==> src/rtl/serial_mag_comp_ctrl.sv <==
// serial_mag_comp_ctrl: unsigned magnitude compare, one 2-bit pair per cycle, MSB pair first.
// Operands shift left so the pair under test always sits in the top two bits.
module serial_mag_comp_ctrl #(
   parameter int WIDTH      = 6,
   parameter bit EARLY_EXIT = 1'b1,
   localparam int CW        = $clog2(WIDTH/2+1)
) (
   input  logic             clk,
   input  logic             rst_n,
   input  logic             start,
   input  logic [WIDTH-1:0] a,
   input  logic [WIDTH-1:0] b,
   output logic             busy,
   output logic             done,
   output logic             gt,
   output logic             eq,
   output logic             lt,
   output logic [CW-1:0]    npairs
);
   localparam logic [CW-1:0] LAST = CW'(WIDTH/2-1);
   typedef enum logic {IDLE, COMPARE} state_t;
   state_t state, state_nx;
   logic [WIDTH-1:0] ra, rb;
   logic [1:0] pa, pb;
   logic resolved, ne, fin;
   assign pa = ra[WIDTH-1 -: 2];
   assign pb = rb[WIDTH-1 -: 2];
   assign ne = pa != pb;
   assign busy = state == COMPARE;
   always_comb begin
      state_nx = state;
      fin = 1'b0;
      if (state == IDLE) begin
         if (start) state_nx = COMPARE;
      end else begin
         fin = (EARLY_EXIT && ne) || npairs == LAST;
         if (fin) state_nx = IDLE;
      end
   end
   always_ff @(posedge clk or negedge rst_n)
      if (!rst_n) state <= IDLE;
      else state <= state_nx;
   always_ff @(posedge clk or negedge rst_n) begin
      if (!rst_n) begin
         ra <= '0;
         rb <= '0;
         resolved <= 1'b0;
         done <= 1'b0;
         gt <= 1'b0;
         eq <= 1'b0;
         lt <= 1'b0;
         npairs <= '0;
      end else begin
         done <= 1'b0;
         if (state == IDLE && start) begin
            ra <= a;
            rb <= b;
            resolved <= 1'b0;
            gt <= 1'b0;
            eq <= 1'b0;
            lt <= 1'b0;
            npairs <= '0;
         end else if (state == COMPARE) begin
            ra <= ra << 2;
            rb <= rb << 2;
            npairs <= npairs + 1'b1;
            // the first unequal pair decides; later pairs cannot override it
            if (ne && !resolved) begin
               gt <= pa > pb;
               lt <= pa < pb;
               resolved <= 1'b1;
            end
            if (fin) begin
               done <= 1'b1;
               eq <= !(resolved || ne);
            end
         end
      end
   end
endmodule
==> config.mk <==
export PLATFORM = sky130hd
export DESIGN_NAME = serial_mag_comp_ctrl
export DESIGN_NICKNAME = d
export VERILOG_FILES = /design/src/rtl/serial_mag_comp_ctrl.sv
export SDC_FILE = /design/constraint.sdc
export NUM_CORES = 1
export LEC_CHECK = 0
export ABC_CLOCK_PERIOD_IN_PS = 1300
export BUFFER_PORTS_ARGS = -buffer_cell sky130_fd_sc_hd__buf_2
export CORE_AREA = 2 2 49 51
export CTS_BUF_LIST = sky130_fd_sc_hd__clkbuf_8 sky130_fd_sc_hd__clkbuf_16
export DETAILED_ROUTE_END_ITERATION = 10
export DIE_AREA = 0 0 51 53
export MAX_ROUTING_LAYER = met4
export PLACE_DENSITY = 0.77
export SYNTH_ARGS = -nofsm -noshare
export SYNTH_HDL_FRONTEND = slang
export SYNTH_SLANG_ARGS = --single-unit
==> constraint.sdc <==
create_clock -name clk -period 1.3 [get_ports clk]
set_input_delay 0 -clock clk [delete_from_list [all_inputs] [get_ports clk]]
set_output_delay 0 -clock clk [all_outputs]
set_load 0.1 [all_outputs]
==> flow_summary.yaml <==
setup_path:
  cp_data_arrival_time_ns: 1.39
  rr_startpoint: "ra[4]"
  startpoint_type: "flop"
  crit_slowest_cell: "dfrtp_1"
  crit_path_start: "ra[4]"
  endpoint_kind: "flop"
  crit_chain: "inv_1 > ha_4 > nand2_2 > nand3_2 > mux2_2"
  worst-endpoint-required_ns: 1.44
  path_max_fanout: 2
  cp_top_family: "flip-flops"
  path_class: "flop to flop"
  worst-path-buf-inv: 1
  worst_path_largest_cell_delay_ns: 0.36
sta:
  hold_viol_final: 0
  setup_viol: 0
  fin_crit_ns: 1.248
  slew_headroom_pct: 67.67
  fin_worst_skew_ns: 0.004191
  max_freq_ghz: 0.8013
  setup_ws_ns: 0.05195
  period_share_pct: 96.00
  setup_tns_ns: 0
  tightest_slew_ns: 0.4884
  final_max_slew_viol_count: 0
  rsz0062_at_grt: "false"
  whs_ns: 0.003475
synth:
  syn-mean-instance-area_sq_um: 10.75
  synth_top_area_cell: "dfrtp_1"
  yosysUniqueCellTypes: 17
  yosysSeqAreaShare_pct: 54.13
  syn_area_sq_um: 924.6
  synthTopCellsByArea: "dfrtp_1, mux2i_1, nand2_1, o21ai_0, ha_1"
  yosys_warnings: 0
  synthCells: 86
  synth-seq-cells: 20
  synth_fp_nets: 104
  netlist.area_leader.share_pct: 54.13
route:
  wl_met1_um: 738
  wl_mm: 1.715
  ant_nets: 0
  wl_per_cell_um: 11.83
  top_layer_used: "met3"
  dr.pass1.iters: 4
  drtIter0Drc: 12
  wl_met3_um: 78
  routed-via-count: 694
  drc_errors: 0
  wl_met2_um: 899
  vias_per_cell: 4.786
cts:
  clk_latency_ns: 0.25
  cts_tree: "done"
  cts_root_buf: "clkbuf_8"
  cts_buffers: 3
  cts.sinks: 20
  clk_path_buf_depth: 2
  htreeDepth: 1
  clkTransAtPathRegs_ns: 0.07
layout:
  multi_input_area_sq_um: 399.1
  layout-drive-gt1-share_pct: 35.90
  area_growth_pct: 32.07
  fin_nets: 136
  num_antenna_cells: 0
  nFillCells: 191
  stdcell_count: 145
  layout.area.seq_sq_um: 514.2
global_routing:
  grt_pass1_wl_mm: 3.042
  grt_pass1_vias: 742
  antenna_found_initial: 0
  grt-ovfl-total: 0
  grt_max_degree: 21
  grt_usage_pct: 15.60
power:
  combinationalPowerShare_pct: 52.7
  p_int_w: 0.001679
  switching_share_pct: 46.19
  p_clk_share_pct: 12.9
  p_seq_share_pct: 34.4
  ir_drop_mv: 1.393
  power_density_nw_per_um2: 2555
  power_leakage_nw: 0.6152
  p_switching_w: 0.001441
floorplan:
  die_h_um: 53
  core.rowCount: 17
  core_sq_um: 2148
  die_area_sq_um: 2703
  ios: 22
  initial_core_util_pct: 43.04
  die_w_um: 51
placed_design:
  preCtsSetupSlack_ns: -0.01195
  dpl.cell_count: 136
  place.gp.congestion: 0.8048
  dp.final_hpwl_mm: 1.297
  port-buffer-count: 21
hold_path:
  min_from: "a[0]"
  hp-class: "primary input to flop"
run_status:
  status: "complete, no violations"
run:
  drv_cap: 0
==> sequential cells by signal, indices dropped and copies added, names as in the netlist <==
name and count:
busy 1, done 1, eq 1, gt 1
lt 1, npairs 2, ra 6, rb 6
resolved 1
==> timing repair <==
item                       4_1_cts  5_1_grt
pin swaps                        1        3
hold endpoints to repair        23        0
setup buffers                    0        1
setup endpoints to repair        1        2
resized for setup                3        2
hold buffers                     4        0
==> routing by layer <==
metal,track usage [%],vias up
met5,-,-
met4,4.054,0
met3,3.390,0
met2,29.87,17
met1,16.13,330
li1,-,347
==> cell type report <==
class                   instances  area share (%)
flip-flops and latches         20           42.11
multi-input cells              56           32.68
repair buffers                 31           16.80
clock buffers                   3           3.381
well taps                      28           2.869
inverters                       6           1.844
clock inverters                 1          0.3074
==> logic make-up after synthesis <==
family / after synthesis / synth area share (%)
AO/OA/AOI/OAI: 13 / 7.577
adder cells (fa/ha/maj): 3 / 4.060
buffers and inverters: 10 / 6.223
flip-flops: 20 / 54.13
multiplexers: 15 / 16.37
AND/OR/NAND/NOR: 25 / 11.64
==> path summary, 6_finish.rpt <==
check / to / slack (ns) / cells past startpoint
setup / recovery: lt / 0.05 / 5
hold / removal: ra[0] / 0.003 / 3
setup reg to reg: lt / 0.05 / 5
hold reg to reg: resolved / 0.49 / 2
max in group asynchronous: npairs[1] / 0.73 / 2
min in group asynchronous: resolved / 0.22 / 2
==> power groups by stage <==
stage          clock network, W  registers (W)  logic, W
3_5_place_dp                  0        0.00107   0.00153
3_3_place_gp                  0        0.00104   0.00148
6_report               0.000402        0.00107   0.00164
2_1_floorplan                 0        0.00161  0.000557
5_1_grt                0.000444        0.00111   0.00180
4_1_cts                0.000417        0.00106   0.00161
==> layout by cell type (no fill, tap or decap) <==
cell	netlist	layout
dfrtp_4	0	3
buf_4	0	6
ha_1	3	1
o21ai_0	10	10
clkbuf_8	0	3
and2_1	1	1
dlygate4sd3_1	0	4
a21oi_1	1	1
inv_1	6	6
buf_12	0	1
nand3_2	0	1
dfrtp_1	20	15
inv_2	0	1
nor2_1	7	7
o31ai_1	2	2
mux2_2	1	1
nand2b_4	1	1
dfrtp_2	0	2
nand2_2	0	1
ha_4	0	2
mux2i_1	14	14
nand2_1	15	14
buf_2	1	20
==> stage by stage <==
stage / util (%) / power (W) / cell area (sq um)
4_1_cts: 55.91 / 0.003092 / 1201
3_3_place_gp: 51.02 / 0.002525 / 1096
6_report: 56.84 / 0.003120 / 1221
3_5_place_dp: 51.02 / 0.002596 / 1096
2_1_floorplan: - / 0.002162 / 938.4
5_1_grt: 56.84 / 0.003350 / 1221
==> worst min-delay path: cells and delay by family <==
kind	cells	cell delay [ns]
mux	1	0.05
simple gates	1	0.08
buf+inv	1	0.08
==> cell usage after synthesis, drive strengths merged <==
cell and count:
buf 3, a21oi 1, mux2i 14, nand2b 1
nand2 15, o21ai 10, nand3 1, and2 1
clkbuf 1, mux2 1, dfrtp 20, inv 6
o31ai 2, nor2 7, ha 3
No activity file was read; power rests on OpenSTA's default activity.
